### src/rtl/bios_code_loader.sv
// BIOS code loader: copies NUM_WORDS hardcoded BIOS words into the code memory via a valid/ready write port.
// Optional BIOS_CODE_LOADER_CHECKSUM_EN adds a transfer checksum that blocks CPU release on mismatch.
module bios_code_loader #(
    parameter int NUM_WORDS  = 16,
    parameter int DATA_W     = 16,
    parameter int ADDR_W     = 5,
    parameter int BASE_ADDR  = 16,
    parameter int AUTO_START = 1
) (
    input  logic                        clk,
    input  logic                        rst,
    input  logic                        start,
    input  logic [NUM_WORDS*DATA_W-1:0] bios_words,
    input  logic                        wr_ready,
    output logic                        wr_valid,
    output logic [ADDR_W-1:0]           wr_addr,
    output logic [DATA_W-1:0]           wr_data,
    output logic                        cpu_hold,
    output logic                        busy,
    output logic                        done
`ifdef BIOS_CODE_LOADER_CHECKSUM_EN
    ,
    input  logic [DATA_W-1:0]           expected_sum,
    output logic [DATA_W-1:0]           checksum,
    output logic                        sum_err
`endif
);

    localparam int IDX_W = (NUM_WORDS > 1) ? $clog2(NUM_WORDS) : 1;
    localparam logic [IDX_W-1:0]  LAST_IDX = IDX_W'(NUM_WORDS - 1);
    localparam logic [ADDR_W-1:0] BASE     = ADDR_W'(BASE_ADDR);

    typedef enum logic [1:0] {
        IDLE = 2'd0,
        LOAD = 2'd1,
        DONE = 2'd2
    } state_t;

    state_t              state_r, next_state_s;
    logic [IDX_W-1:0]    idx_r, idx_s;
    logic                wr_valid_s, cpu_hold_s, busy_s, done_s;
    logic [ADDR_W-1:0]   wr_addr_s;
    logic [DATA_W-1:0]   wr_data_s;
    logic                launch_s, xfer_s, last_s;
`ifdef BIOS_CODE_LOADER_CHECKSUM_EN
    logic [DATA_W-1:0]   checksum_s;
    logic                sum_err_s;
`endif

    function automatic logic [DATA_W-1:0] word_at(input logic [NUM_WORDS*DATA_W-1:0] words,
                                                  input logic [IDX_W-1:0] k);
        word_at = words[int'(k)*DATA_W +: DATA_W];
    endfunction

    // Address wraps modulo 2^ADDR_W by truncation of the sum.
    function automatic logic [ADDR_W-1:0] addr_at(input logic [IDX_W-1:0] k);
        addr_at = BASE + ADDR_W'(k);
    endfunction

    // Launch and transfer qualifiers shared by next-state and output logic.
    always_comb begin
        launch_s = 1'b0;
        case (state_r)
            IDLE:    launch_s = (AUTO_START != 0) || start;
            DONE:    launch_s = start;
            default: launch_s = 1'b0;
        endcase
        xfer_s = (state_r == LOAD) && wr_valid && wr_ready;
        last_s = (idx_r == LAST_IDX);
    end

    // State register and registered outputs.
    always_ff @(posedge clk or posedge rst) begin
        if (rst) begin
            state_r  <= IDLE;
            idx_r    <= {IDX_W{1'b0}};
            wr_valid <= 1'b0;
            wr_addr  <= {ADDR_W{1'b0}};
            wr_data  <= {DATA_W{1'b0}};
            busy     <= 1'b0;
            done     <= 1'b0;
            cpu_hold <= 1'b1;
`ifdef BIOS_CODE_LOADER_CHECKSUM_EN
            checksum <= {DATA_W{1'b0}};
            sum_err  <= 1'b0;
`endif
        end else begin
            state_r  <= next_state_s;
            idx_r    <= idx_s;
            wr_valid <= wr_valid_s;
            wr_addr  <= wr_addr_s;
            wr_data  <= wr_data_s;
            busy     <= busy_s;
            done     <= done_s;
            cpu_hold <= cpu_hold_s;
`ifdef BIOS_CODE_LOADER_CHECKSUM_EN
            checksum <= checksum_s;
            sum_err  <= sum_err_s;
`endif
        end
    end

    // Next-state logic; start during LOAD is deliberately ignored.
    always_comb begin
        next_state_s = state_r;
        case (state_r)
            IDLE:    next_state_s = launch_s ? LOAD : IDLE;
            LOAD:    next_state_s = (xfer_s && last_s) ? DONE : LOAD;
            DONE:    next_state_s = launch_s ? LOAD : DONE;
            default: next_state_s = IDLE;
        endcase
    end

    // Next values for the registered outputs; hold everything unless launching or transferring.
    always_comb begin
        idx_s      = idx_r;
        wr_valid_s = wr_valid;
        wr_addr_s  = wr_addr;
        wr_data_s  = wr_data;
        busy_s     = busy;
        done_s     = done;
        cpu_hold_s = cpu_hold;
`ifdef BIOS_CODE_LOADER_CHECKSUM_EN
        checksum_s = checksum;
        sum_err_s  = sum_err;
`endif
        if (launch_s) begin
            idx_s      = {IDX_W{1'b0}};
            wr_valid_s = 1'b1;
            wr_addr_s  = BASE;
            wr_data_s  = word_at(bios_words, {IDX_W{1'b0}});
            busy_s     = 1'b1;
            done_s     = 1'b0;
            cpu_hold_s = 1'b1;
`ifdef BIOS_CODE_LOADER_CHECKSUM_EN
            checksum_s = {DATA_W{1'b0}};
            sum_err_s  = 1'b0;
`endif
        end else if (xfer_s) begin
`ifdef BIOS_CODE_LOADER_CHECKSUM_EN
            checksum_s = checksum + wr_data;
`endif
            if (last_s) begin
                wr_valid_s = 1'b0;
                busy_s     = 1'b0;
                done_s     = 1'b1;
`ifdef BIOS_CODE_LOADER_CHECKSUM_EN
                sum_err_s  = (checksum_s != expected_sum);
                cpu_hold_s = sum_err_s;
`else
                cpu_hold_s = 1'b0;
`endif
            end else begin
                idx_s      = idx_r + {{(IDX_W-1){1'b0}}, 1'b1};
                wr_addr_s  = addr_at(idx_s);
                wr_data_s  = word_at(bios_words, idx_s);
            end
        end else begin
            idx_s = idx_r;
        end
    end

endmodule

### config.mk
export PLATFORM = sky130hd
export DESIGN_NAME = bios_code_loader
export DESIGN_NICKNAME = d
export VERILOG_FILES = /design/src/rtl/bios_code_loader.sv
export SDC_FILE = /design/constraint.sdc
export NUM_CORES = 1
export LEC_CHECK = 0
export CAP_MARGIN = 30
export CORE_AREA = 2 2 110 112
export CTS_CLUSTER_SIZE = 28
export DETAILED_ROUTE_END_ITERATION = 12
export DIE_AREA = 0 0 112 114
export GPL_TIMING_DRIVEN = 0
export MAX_ROUTING_LAYER = met4
export PLACE_DENSITY_LB_ADDON = 0.3
export SKIP_CTS_REPAIR_TIMING = 1
export SLEW_MARGIN = 10
export SYNTH_ARGS = -nofsm -noshare
export SYNTH_HDL_FRONTEND = slang
export SYNTH_SLANG_ARGS = --single-unit
### constraint.sdc
create_clock -name clk -period 2.6 [get_ports clk]
set_clock_uncertainty 0.15 [all_clocks]
set_input_delay 0.52 -clock clk [delete_from_list [all_inputs] [get_ports clk]]
set_output_delay 0.52 -clock clk [all_outputs]
set_load 0.1 [all_outputs]
==> reports/qor.txt, run 1 <==
status -> finished, final reports clean
unrepaired setup endpoints after global routing -> false
leading post-synthesis cells by cell area -> mux4_2, dfrtp_1, nand2_1
#FFs+latches synth -> 26
Crit. End Element -> output port
Leak -> 2.45 nW
io pins -> 285
Min-Delay Path Class -> flip-flop to flip-flop
syn_area_per_cell -> 9.67 sq um
CTS tree -> built
Worst Setup EP -> wr_valid
crit-path cells -> buf_4 > clkdlybuf4s50_1
Worst EP arrival -> 1.89 ns
layout cells sized above 1 -> 14.7%
final hold viol count -> 0
Critical Path Source -> busy
CP max stage cell -> clkdlybuf4s50_1
Remaining Overflow, GRT -> 0
top_reg_cell synth -> dfrtp_1
Worst path max stage delay -> 1.11 ns
clock-pin slew on the worst setup and hold paths -> 0.07 ns
first-pass GRT wire length -> 22.5 mm
Worst R2R Setup Slack -> 0.09 ns
standard-cell row count -> 40
Unique masters post-synth -> 32
largest net degree at the start of global routing -> 15
post-DR wirelength/cell -> 19.5 um
GPL Wtd Cong -> 0.848
drt total wl -> 15.1 mm
synth cell count leaders -> nand2_1, nand3_1, mux4_2
Max IR drop VDD -> 1170 uV
die area -> 12800 sq um
final worst slack -> 0.0397 ns
pre-CTS setup slack -> -0.293 ns
Die H -> 114 um
initial antenna violation count -> 0
critical path required time -> 1.93 ns
fmax -> 391 MHz
Reg2Reg Depth -> 6
Starting Density -> 27.7%
antenna viol nets, final -> 0
largest area contributor in the netlist -> mux4_2
CTS root buf -> clkbuf_16
Power Dens Cells -> 1200 nW/um^2
Max Cap Violations -> 0
core region area -> 11700 sq um
number of global-route vias before repair -> 4273
WP depth -> 2
share of the synthesized area in the top cell type -> 26.3%
final net count -> 888
Post-synth ARST share -> 100%
total track usage -> 23.4%
via count -> 4042
First-pass DRT Iterations -> 4
Seq/Total Area, Yosys -> 20.1%
DR vias/cell -> 5.23
Setup violations, final -> 0
Reg-to-Reg Start -> wr_addr[0]
slew margin rel. -> 31.2%
crit-path max FO -> 4
most common cell in the netlist -> nand2_1
H-tree depth -> 1
total CTS buffers -> 3
setup tns final -> 0 ns
Ys Warns -> 0
CP top delay family -> buffers and inverters
Post-synth EDFFs -> 0
CP Launch Type -> flip-flop
Least-Margin Pin Slew -> 1.03 ns
Mapped Area -> 3250 sq um
Slew Viols, Final -> 0
CTS Buffer Depth -> 2
worst hold slack -> 0.309 ns
clock sinks -> 26
DRC -> 0
net count after synthesis -> 597
ANT cells -> 0
Reg-to-Reg End -> wr_data[0]
Die X -> 112 um
crit path time final -> 2.56 ns
Final Cycle Share -> 98.5%
Worst Setup Path Type -> flip-flop to output port
DRT iter0 DRCs -> 214
buffer and inverter count on the worst path -> 2
hpwl dp -> 12.9 mm
Post-Synthesis Cells -> 336
Clk Latency, worst-skew pair -> 0.26 ns
I/O Buffers -> 284
Area growth syn-to-layout -> 98.3%
## state kept, by name, indices dropped and copies added (netlist names)
signal,count
busy,1
state_r,2
wr_addr,5
cpu_hold,1
done,1
wr_data,16
## cell families (layout without fill, tap and decap cells)
family                   Yosys count  count (layout)  share of synthesized area, %
flip-flops                        26              26                          20.1
multiplexers                      64              64                          40.0
AND/OR/NAND/NOR                  182             182                          25.3
buffers and inverters             37             327                          7.01
adder cells (fa/ha/maj)            1               1                         0.385
AO/OA/AOI/OAI                     23              23                          5.66
XOR/XNOR                           3               3                          1.62
## final cells by class
| class | instances | area (sq um) |
|---|---|---|
| Tap cell | 147 | 184 |
| Fill cell | 1086 | 5270 |
| Buffer | 33 | 241 |
| Inverter | 2 | 7.51 |
| Timing Repair Buffer | 288 | 2890 |
| Sequential cell | 26 | 659 |
| Multi-Input combinational cell | 273 | 2380 |
| Clock buffer | 4 | 78.8 |
## placed cells by master (no fill, tap or decap), types with 4 or more instances in the layout
cell	Yosys	layout
clkdlybuf4s50_1	0	281
nand2_1	100	100
nand3_1	52	52
mux4_2	38	38
dfrtp_1	25	23
o2111ai_1	16	16
mux2_2	16	16
nand4_1	16	16
clkbuf_1	15	13
mux4_1	10	10
buf_6	5	9
buf_4	4	7
o21ai_0	4	4
## report_power, final
| group | leakage (nW) | internal, W | total (W) | switching, W |
|---|---|---|---|---|
| combinational | 2.10 | 0.00287 | 0.00663 | 0.00376 |
| sequential | 0.308 | 0.000603 | 0.000745 | 0.000142 |
| clock | 0.0382 | 0.000210 | 0.000350 | 0.000140 |
## tightest hold or removal path, delay by kind of cell (launching register included)
| family | cells | cell delay, ns |
|---|---|---|
| AND/OR/NAND/NOR | 2 | 0.09 |
| flip-flops | 1 | 0.37 |
## metal layers
layer | GRT usage (%) | vias up | wire length (um)
met4 | 4.55 | 0 | 278
met3 | 3.77 | 22 | 866
met1 | 27.0 | 1965 | 5750
li1 | - | 1878 | -
met5 | - | - | 0
met2 | 43.4 | 177 | 8190
## stage by stage
| stage | cell area (sq um) | std cells | power, W | util (%) |
|---|---|---|---|---|
| after floorplan | 3260 | 336 | 0.00545 | - |
| after global placement | 6280 | 767 | 0.00714 | 53.7 |
| after detailed placement | 6300 | 768 | 0.00725 | 53.8 |
| after CTS | 6380 | 772 | 0.00761 | 54.5 |
| after global routing | 6440 | 773 | 0.00821 | 55.0 |
| final | 6440 | 773 | 0.00772 | 55.0 |
## worst min path at each step
stage,cells past startpoint,end,slack [ns],startpoint
after CTS,2,cpu_hold,0.31,cpu_hold
final,2,cpu_hold,0.31,cpu_hold
after global placement,2,cpu_hold,0.30,cpu_hold
after global routing,2,cpu_hold,0.36,cpu_hold
after floorplan,1,state_r[0],0.32,state_r[1]
after detailed placement,2,cpu_hold,0.30,cpu_hold
Note: power is estimated with default switching activity, not from simulation.
==> inputs of run 2 (changes only) <==
Settings changed: CAP_MARGIN 30 to 20.
==> run 2 against run 1 <==
- first-iteration DRC count grew 34%
- flip-flop and latch count is the same
- total power up 0.44%
- count of clock-buffer cells in the layout stayed put
- global-route usage down 0.27 points
- non-clock buffer count grew 3
- die area did not move
- maximum frequency increased by 1.2%
- register-to-register slack better by 0.02 ns
- sequential share of layout area about the same
- final area increased by 0.37%
==> reports/qor.txt, run 2 (synthesis gave the netlist of run 1 again) <==
status -> finished, final reports clean
ANT cells -> 0
core region area -> 11700 sq um
Worst path max stage delay -> 1.15 ns
clock sinks -> 26
CTS root buf -> clkbuf_16
Power Dens Cells -> 1200 nW/um^2
DR vias/cell -> 5.27
Remaining Overflow, GRT -> 0
buffer and inverter count on the worst path -> 1
Least-Margin Pin Slew -> 1.03 ns
Slew Viols, Final -> 0
final worst slack -> 0.0711 ns
final net count -> 891
total CTS buffers -> 3
unrepaired setup endpoints after global routing -> false
crit path time final -> 2.53 ns
CP top delay family -> buffers and inverters
fill count -> 1074
GPL Wtd Cong -> 0.848
setup tns final -> 0 ns
via count -> 4092
critical path required time -> 1.93 ns
biggest regs -> wr_data: 16 flops, wr_addr: 5 flops, state_r: 2 flops
most frequent cells in the layout -> clkdlybuf4s50_1, nand2_1, nand3_1, mux4_2, dfrtp_1
CP Launch Type -> flip-flop
total track usage -> 23.1%
I/O Buffers -> 284
Die H -> 114 um
final hold viol count -> 0
crit-path max FO -> 3
number of global-route vias before repair -> 4274
antenna viol nets, final -> 0
Clk Latency, worst-skew pair -> 0.26 ns
die area -> 12800 sq um
CTS Buffer Depth -> 2
slew margin rel. -> 30.8%
drt total wl -> 15.0 mm
Worst Setup Path Type -> flip-flop to output port
Area growth syn-to-layout -> 99.0%
pre-CTS setup slack -> -0.301 ns
post-DR wirelength/cell -> 19.3 um
clock-pin slew on the worst setup and hold paths -> 0.07 ns
Max Cap Violations -> 0
Min-Delay Path Class -> flip-flop to flip-flop
H-tree depth -> 1
largest net degree at the start of global routing -> 27
first-pass GRT wire length -> 22.4 mm
io pins -> 285
Worst EP arrival -> 1.86 ns
Crit. End Element -> output port
Leak -> 2.47 nW
DRT iter0 DRCs -> 286
initial antenna violation count -> 0
layout cells sized above 1 -> 15.1%
hpwl dp -> 12.9 mm
Biggest register -> wr_data
Critical Path Source -> wr_addr[0]
Largest register FFs -> 16
Max IR drop VDD -> 1180 uV
standard-cell row count -> 40
Starting Density -> 27.7%
Final Cycle Share -> 97.3%
CP max stage cell -> clkdlybuf4s50_1
fmax -> 395 MHz
most common cell after layout, fill and taps aside -> clkdlybuf4s50_1
Die X -> 112 um
worst hold start -> cpu_hold
Sequential Area -> 659 sq um
Reg-to-Reg Start -> wr_addr[0]
Setup violations, final -> 0
Tot Pwr -> 0.00776 W
crit-path cells -> clkdlybuf4s50_1
DRC -> 0
CTS tree -> built
First-pass DRT Iterations -> 5
multi-input logic area -> 2380 sq um
run 2: metal layers:
| metal | track usage [%] | part of all wire, % |
|---|---|---|
| met1 | 26.3 | 38 |
| met5 | - | 0 |
| met3 | 3.83 | 6.3 |
| met4 | 4.31 | 2.0 |
| met2 | 43.4 | 54 |
run 2: path summary, 6_finish.rpt:
check,slack [ns],to,depth (start not counted)
worst min-delay path,0.31,cpu_hold,2
worst max-delay path,0.07,wr_addr[0],1
worst max register to register,0.11,wr_data[9],6
min in group asynchronous,0.46,wr_data[4],2
max in group asynchronous,1.33,wr_addr[1],3
worst min register to register,0.31,cpu_hold,2
run 2: layout make-up:
cell class | count | share of cell area [%]
repair buffers | 290 | 44.9
multi-input cells | 273 | 36.9
flip-flops and latches | 26 | 10.2
plain buffers | 34 | 3.68
well taps | 147 | 2.84
clock buffers | 4 | 1.37
inverters | 2 | 0.116
run 2: stage by stage:
stage	cell area (sq um)	hold WS, ns	cells	util [%]
6_report	6470	0.314	776	55.2
5_1_grt	6470	0.359	776	55.2
4_1_cts	6370	0.317	771	54.4
3_5_place_dp	6280	0.306	767	53.7
3_3_place_gp	6280	0.299	767	53.7
2_1_floorplan	3260	0.324	336	-
run 2: report_power, final:
| group | internal (W) | total [W] | switching (W) |
|---|---|---|---|
| Clock | 0.000236 | 0.000379 | 0.000143 |
| Combinational | 0.00288 | 0.00663 | 0.00375 |
| Sequential | 0.000603 | 0.000744 | 0.000141 |
